## src/rtl/pc_sequencer.sv

```systemverilog
`timescale 1ns/1ps
// pc_sequencer: owns the architectural PC and drives the next-PC mux select.
// Boots at RESET_PC, then steps by 4 or redirects to an execute-stage target.
// Wrong-path instructions are killed for FLUSH_DEPTH unstalled cycles after a redirect.
// A misaligned redirect target halts fetch until reset.
module pc_sequencer #(
   parameter logic [31:0] RESET_PC    = 32'h0000_0000,
   parameter int          BOOT_CYCLES = 4,
   parameter int          FLUSH_DEPTH = 2,
   parameter int          CNT_W       = 16
) (
   input  logic             clk,
   input  logic             rst,
   input  logic             stall,
   input  logic             redirect_valid,
   input  logic             redirect_fwd,
   input  logic [31:0]      pc_next,
   output logic [1:0]       pc_sel,
   output logic [31:0]      pc,
   output logic             pc_we,
   output logic             fetch_valid,
   output logic             kill,
   output logic             misaligned,
   output logic [CNT_W-1:0] redirect_count
);

   localparam logic [7:0] BOOT_LAST  = 8'(BOOT_CYCLES - 1);
   localparam logic [2:0] FLUSH_LOAD = 3'(FLUSH_DEPTH);

   typedef enum logic [1:0] {
      ST_BOOT,
      ST_RUN,
      ST_FLUSH,
      ST_HALT
   } state_t;

   state_t     state;
   logic [7:0] boot_cnt;
   logic [2:0] flush_cnt;
   logic       active;
   logic       redir;
   logic       redir_bad;

   // Mux select and PC load enable; redirects are only honoured while fetching.
   always_comb begin
      active    = (state == ST_RUN) || (state == ST_FLUSH);
      redir     = active && redirect_valid;
      redir_bad = redir && (pc_next[1:0] != 2'b00);
      pc_sel    = 2'd0;
      if (redir) begin
         pc_sel = redirect_fwd ? 2'd2 : 2'd1;
      end
      // An aligned redirect overrides stall; a misaligned one never loads.
      pc_we = active && (redir ? !redir_bad : !stall);
   end

   // Sequencer FSM with registered fetch_valid/kill and the sticky status.
   always_ff @(posedge clk or negedge rst) begin
      if (!rst) begin
         state          <= ST_BOOT;
         boot_cnt       <= 8'd0;
         flush_cnt      <= 3'd0;
         misaligned     <= 1'b0;
         redirect_count <= '0;
         fetch_valid    <= 1'b0;
         kill           <= 1'b0;
      end else begin
         case (state)
            ST_BOOT: begin
               // Boot countdown runs regardless of stall or redirects.
               boot_cnt <= boot_cnt + 8'd1;
               if (boot_cnt == BOOT_LAST) begin
                  state       <= ST_RUN;
                  fetch_valid <= 1'b1;
               end
            end
            ST_RUN, ST_FLUSH: begin
               if (redir_bad) begin
                  state       <= ST_HALT;
                  misaligned  <= 1'b1;
                  fetch_valid <= 1'b0;
                  kill        <= 1'b1;
               end else if (redir) begin
                  state     <= ST_FLUSH;
                  flush_cnt <= FLUSH_LOAD;
                  kill      <= 1'b1;
                  if (redirect_count != '1) begin
                     redirect_count <= redirect_count + 1'b1;
                  end
               end else if ((state == ST_FLUSH) && !stall) begin
                  // Only unstalled cycles drain the wrong-path window.
                  flush_cnt <= flush_cnt - 3'd1;
                  if (flush_cnt == 3'd1) begin
                     state <= ST_RUN;
                     kill  <= 1'b0;
                  end
               end
            end
            ST_HALT: begin
               // Frozen until reset; misaligned and kill stay asserted.
               state <= ST_HALT;
            end
            default: begin
               state <= ST_BOOT;
            end
         endcase
      end
   end

   // Architectural PC register, loaded from the external next-PC mux.
   always_ff @(posedge clk or negedge rst) begin
      if (!rst) begin
         pc <= RESET_PC;
      end else if (pc_we) begin
         pc <= pc_next;
      end
   end

endmodule

```

## config.mk

```make
export PLATFORM = sky130hd
export DESIGN_NAME = pc_sequencer
export DESIGN_NICKNAME = d
export VERILOG_FILES = /design/src/rtl/pc_sequencer.sv
export SDC_FILE = /design/constraint.sdc
export NUM_CORES = 1
export LEC_CHECK = 0
export CAP_MARGIN = 20
export CORE_MARGIN = 5
export CORE_UTILIZATION = 35
export DETAILED_ROUTE_END_ITERATION = 6
export GPL_ROUTABILITY_DRIVEN = 0
export PLACE_DENSITY_LB_ADDON = 0.25
export SKIP_CTS_REPAIR_TIMING = 1
export SLEW_MARGIN = 0
export SYNTH_ARGS = -nofsm -noshare
export SYNTH_HDL_FRONTEND = slang
export SYNTH_SLANG_ARGS = --single-unit
```

## constraint.sdc

```tcl
create_clock -name clk -period 2.3 [get_ports clk]
set_input_delay 0.46 -clock clk [delete_from_list [all_inputs] [get_ports clk]]
set_output_delay 0.46 -clock clk [all_outputs]
set_load 0.005 [all_outputs]
```

==> impl_metrics.yaml, run 1 <==
worst_setup_path:
  reg2reg_depth: 5
  regToRegSetupSlack_ns: 0.34
  endpoint_kind: "flip-flop"
  path_cells: "clkdlybuf4s50_1 -> buf_4 -> nand4bb_2 -> buf_4 -> nor4_1 -> xor2_1"
  r2r-start: "boot_cnt[0]"
  reg2reg_to: "state[1]"
  crit_path_start: "pc_next[0]"
  cp-start-kind: "input port"
  worstPathRequired_ns: 2.56
  cpPeakStageDelay_ns: 0.44
  cp_max_fo: 10
  crit_top_cell: "buf_4"
  slowest_stage: "clkdlybuf4s50_1"
  worst-setup-path-type: "input port to flip-flop"
  cp.arrival_ns: 2.23
floorplan:
  num_rows: 33
  die_y_um: 101
  pin_count: 91
  coreArea_mm2: 0.00809
  fp.dieArea_mm2: 0.0101
  initial_core_util_pct: 35.6
  die_w_um: 101
layout:
  postLayoutCellArea_mm2: 0.00424
  layout.cells.non_filler: 442
  layout_commonest_cell: "clkdlybuf4s50_1"
  layout_common_cells: "86 x clkdlybuf4s50_1, 64 x dfrtp_1, 35 x mux2_2, 15 x buf_4, 14 x nand2_1"
  drive_above_1_share_pct: 24.3
  final_core_utilization_pct: 52.3
  fill_cells: 754
  layout.nets: 378
  antenna_cells: 0
  multi_input_area_mm2: 0.00123
  area_growth_pct: 47.2
  seq_area_mm2: 0.00160
logic_synthesis:
  synth.distinct_cells: 42
  synth_warnings: 0
  yosysTopAreaCell: "dfrtp_1"
  synth-seq-cells: 64
  synth_fa_ha_area_share_pct: 3.48
  synth_area_leaders: "dfrtp_1 56%, mux2_2 14%, xor2_1 3.7%"
  synth_area_mm2: 0.00288
  async_flop_share_pct: 100
  yosysTopAreaCellShare_pct: 55.7
  synth_top_family_by_area: "multiplexers"
  ys.flop_type: "dfrtp_1"
  synth_cells: 223
  synth-edff-count: 0
  synth_mux_area_share_pct: 14.4
  yosys.area_share.simple_pct: 13.8
  yosys.area_share.xor_xnor_pct: 6.70
  synth.avg_cell_area_um2: 12.9
  ys_seq_area_share_pct: 55.7
  syn_nets: 268
  synth-compound-area-share_pct: 3.17
grt:
  antenna_found_initial: 0
  grt_pass1_vias: 2291
  grtUsageTotal_pct: 13.5
  grt_max_degree: 43
  gr-total-overflow: 0
  grt_pass1_wl_um: 10600
timing:
  tns_ns: 0
  min_period_over_period_pct: 85.7
  hold_violations: 0
  fmax_ghz: 0.508
  period_minus_slack_ns: 1.97
  hold_ws_ns: 0.105
  setup_viol: 0
  slew_violations: 0
  tightestPinTransition_ns: 0.556
  slew_headroom_pct: 63.0
  clock_skew_ns: 0.0100
  rsz0062_at_grt: "no"
clock_tree:
  cts_root_buf: "clkbuf_8"
  clk_path_buf_depth: 2
  cts.sinks: 64
  clk_pin_slew_worst_paths_ns: 0.07
  htree_levels: 3
  cts-buffers-inserted: 9
  cts_tree: "yes"
  clk_latency_ns: 0.34
detailed_routing:
  antenna_left: 0
  dr.pass1.iters: 4
  drtIter0Drc: 33
  avgRoutedWirePerCell_um: 14.7
  drt-total-wl_um: 6490
  drc: 0
  vias: 2163
  via_per_inst: 4.89
worst_hold_path:
  hold_path_class: "input port to asynchronous set/reset pin"
pwr:
  p_leak_uw: 0.00185
  ir_worst_vdd_mv: 0.461
  power_density_mw_per_mm2: 1150
placed_design:
  dpl_cell_area_mm2: 0.00399
  dpl.hpwl_um: 4600
  io_buffers: 90
  dp_cells: 426
run:
  cap_violations: 0
outcome:
  status: "complete, no violations"
where the power goes:
part | internal, uW | switching, uW | total [uW]
Combinational | 1300 | 726 | 2030
Clock | 580 | 436 | 1020
Sequential | 1560 | 284 | 1840
layout make-up:
class / instances / share of cell area [%]
clock buffer: 12 / 3.90
clock inverter: 3 / 0.945
inverter: 8 / 0.709
multi-input combinational: 144 / 29.1
sequential: 64 / 37.8
tap: 105 / 3.10
timing repair buffer: 106 / 24.5
worst max-delay path: cells and delay by family:
kind / cells / cell delay, ns
and+or+nand+nor: 2 / 0.75
buffers and inverters: 3 / 0.84
xor gates and xnor gates: 1 / 0.18
metal layers:
layer	share of wire, %	GRT usage, %	vias to the layer above
met3	8.3	5.95	22
met1	42	16.1	1054
met2	47	20.7	82
met4	3.1	6.32	0
met5	0	0	-
li1	-	-	1005
kinds of logic (layout without fill, tap and decap cells):
| kind of cell | count (synthesis) | count (layout) |
|---|---|---|
| AOI/OAI and AO/OA | 15 | 15 |
| xor gates and xnor gates | 22 | 22 |
| buffers and inverters | 15 | 129 |
| and+or+nand+nor | 62 | 62 |
| muxes | 37 | 37 |
| DFF | 64 | 64 |
| adders and majority gates | 8 | 8 |
cells in the mapped netlist (all sizes together), types with 2 or more instances:
library cell / number
nand4: 8
xor2: 12
nand3: 9
o21ai: 6
xnor2: 10
mux2i: 2
nor4: 7
dfrtp: 64
a31oi: 2
ha: 8
inv: 8
clkbuf: 4
nor2: 5
mux2: 35
buf: 3
a21oi: 2
nand2: 14
nor3: 5
and3: 2
flip-flops by register name (all words and copies together) (netlist names):
name / count
pc: 32
redirect_count: 16
boot_cnt: 8
flush_cnt: 3
state: 2
fetch_valid: 1
kill: 1
misaligned: 1
stage by stage:
stage	setup slack (ns)	total power (uW)
6_report	0.330	4890
5_1_grt	0.178	5250
4_1_cts	-0.229	4900
3_5_place_dp	-0.0817	3860
3_3_place_gp	-0.0782	3800
2_1_floorplan	0.592	2790
how the worst max path moves through the flow:
| stage | end | slack [ns] |
|---|---|---|
| final | redirect_count[9] | 0.33 |
| after floorplan | state[1] | 0.59 |
| after global routing | state[1] | 0.18 |
| after global placement | pc_we | -0.08 |
| after CTS | pc_we | -0.23 |
| after detailed placement | pc_we | -0.08 |
Power figures use the tool's default switching activity.
==> run 2, diff against run 1 <==
- clock period: 2.3 -> 1.8 ns (I/O delays scaled with it)
==> run 2 against run 1 <==
Effect of this change: the run now ends with negative setup slack left; sequential share of layout area fell by 3.0 points; first-iteration DRC count rose by 6.1%; sequential power rose by 26%; via count is 2.9% higher; combinational power grew 49%; power up 34%; global-route usage about the same; flip-flop and latch count unchanged; clock power is 18% higher; die area did not move; critical endpoint unchanged.
==> impl_metrics.yaml, run 2 (synthesized netlist as in run 1, its figures left out) <==
outcome:
  status: "finished, violations left"
  violations: "negative setup slack"
grt:
  gr-total-overflow: 0
  grt_pass1_vias: 2319
  antenna_found_initial: 0
  grt_pass1_wl_um: 10700
  grtUsageTotal_pct: 13.4
  grt_max_degree: 65
clock_tree:
  cts-buffers-inserted: 9
  cts.sinks: 64
  clk_path_buf_depth: 2
  clk_latency_ns: 0.33
  htree_levels: 3
  cts_tree: "yes"
  cts_root_buf: "clkbuf_8"
  clk_pin_slew_worst_paths_ns: 0.07
timing:
  fin_ws_ns: -0.0726
  rsz0062_at_grt: "yes"
  hold_violations: 0
  clock_skew_ns: 0.00762
  fmax_ghz: 0.534
  slew_violations: 0
  min_period_over_period_pct: 104
  setup_viol: 8
  slew_headroom_pct: 70.6
  period_minus_slack_ns: 1.87
  tightestPinTransition_ns: 0.441
  tns_ns: -0.272
pwr:
  power_uw: 6560
  internal_power_uw: 4600
  power_density_mw_per_mm2: 1420
  pwr-share-clk_pct: 18.4
  switchingPower_uw: 1960
  ir_worst_vdd_mv: 0.594
  p_leak_uw: 0.00201
  switching_share_pct: 29.9
  power_frac_seq_pct: 35.4
  p_comb_share_pct: 46.3
detailed_routing:
  drc: 0
  avgRoutedWirePerCell_um: 15.0
  via_per_inst: 4.77
  drtIter0Drc: 35
  drt-total-wl_um: 7000
  dr.pass1.iters: 4
  vias: 2226
  antenna_left: 0
floorplan:
  pin_count: 91
  coreArea_mm2: 0.00809
  fp.dieArea_mm2: 0.0101
  num_rows: 33
  die_w_um: 101
  die_y_um: 101
  initial_core_util_pct: 35.6
worst_setup_path:
  worstPathRequired_ns: 2.06
  endpoint_kind: "flip-flop"
  cp.arrival_ns: 2.13
  reg2reg_to: "redirect_count[9]"
  worst-setup-path-type: "flip-flop to flip-flop"
  r2r-start: "state[0]"
  regToRegSetupSlack_ns: -0.07
  reg2reg_depth: 8
  cp_max_fo: 7
  cp-start-kind: "flip-flop"
layout:
  layout_commonest_cell: "clkdlybuf4s50_1"
  largest_reg_flops: 32
  fill_cells: 697
  top_register: "pc"
  layout_common_cells: "85 x clkdlybuf4s50_1, 59 x dfrtp_1, 35 x mux2_2, 32 x buf_4, 13 x nand2_1"
  reg.largest.list: "pc (32), redirect_count (16), boot_cnt (8)"
  area_growth_pct: 60.6
  layout.nets: 403
  antenna_cells: 0
  drive_above_1_share_pct: 34.5
run:
  cap_violations: 0
worst_hold_path:
  hold_path_class: "input port to asynchronous set/reset pin"
placed_design:
  place_ws_ns: -0.536
  io_buffers: 90
  dpl.hpwl_um: 4630
-- run 2: cell count changes in the layout (fill, tap and decap cells not counted), sizes merged --
| cell | before | now |
|---|---|---|
| buf | 17 | 42 |
| clkbuf | 12 | 11 |
| clkdlybuf4s50 | 86 | 85 |
| clkinv | 2 | 3 |
| dlymetal6s2s | 3 | 4 |
-- run 2: how the worst max path moves through the flow --
stage	start	to	slack, ns	cells after the start
after CTS	state[0]	pc_we	-0.54	5
after global routing	state[0]	redirect_count[10]	-0.15	8
after detailed placement	pc_next[1]	pc_we	-0.54	5
after global placement	pc_next[1]	pc_we	-0.51	5
after floorplan	state[0]	state[1]	0.09	6
final	state[0]	redirect_count[9]	-0.07	8
-- run 2: metrics by stage --
step	util, %	instance area [um^2]	hold WS, ns	instances
6_report	57.1	4620	0.0270	467
5_1_grt	57.1	4620	0.0381	467
4_1_cts	52.9	4280	0.0347	455
3_5_place_dp	50.6	4090	0.410	440
3_3_place_gp	50.6	4090	0.409	440
2_1_floorplan	-	2880	0.0644	223
-- run 2: cell type report --
type	count	area, um^2	share of cell area (%)
Clock inverter	4	45.0	0.975
Multi-Input combinational cell	144	1400	30.3
Inverter	8	30.0	0.650
Sequential cell	64	1610	34.8
Tap cell	105	131	2.84
Clock buffer	11	141	3.06
Timing Repair Buffer	131	1260	27.4
-- run 2: worst max-delay path, cell delays in order (launching register included) --
cell and delay [ns]:
dfrtp_1 0.37, inv_2 0.06, ha_4 0.31, buf_6 0.11, nand4bb_4 0.20, buf_4 0.20
buf_6 0.11, nor4_4 0.28, xor2_1 0.16
-- run 2: routing by layer --
layer / vias up / global-route usage [%] / wire length, um
met1: 1084 / 16.6 / 2960
met5: - / 0 / 0
met2: 63 / 20.5 / 3420
met3: 14 / 5.54 / 501
met4: 0 / 6.11 / 118
li1: 1065 / - / -
-- run 2: power by group through the flow --
stage          Sequential, uW  Clock, uW  Combinational (uW)
6_report                 2320       1200                3030
5_1_grt                  2400       1300                3310
4_1_cts                  2310       1240                2800
3_5_place_dp             2330          0                2790
3_3_place_gp             2310          0                2740
2_1_floorplan            2380          0                1190
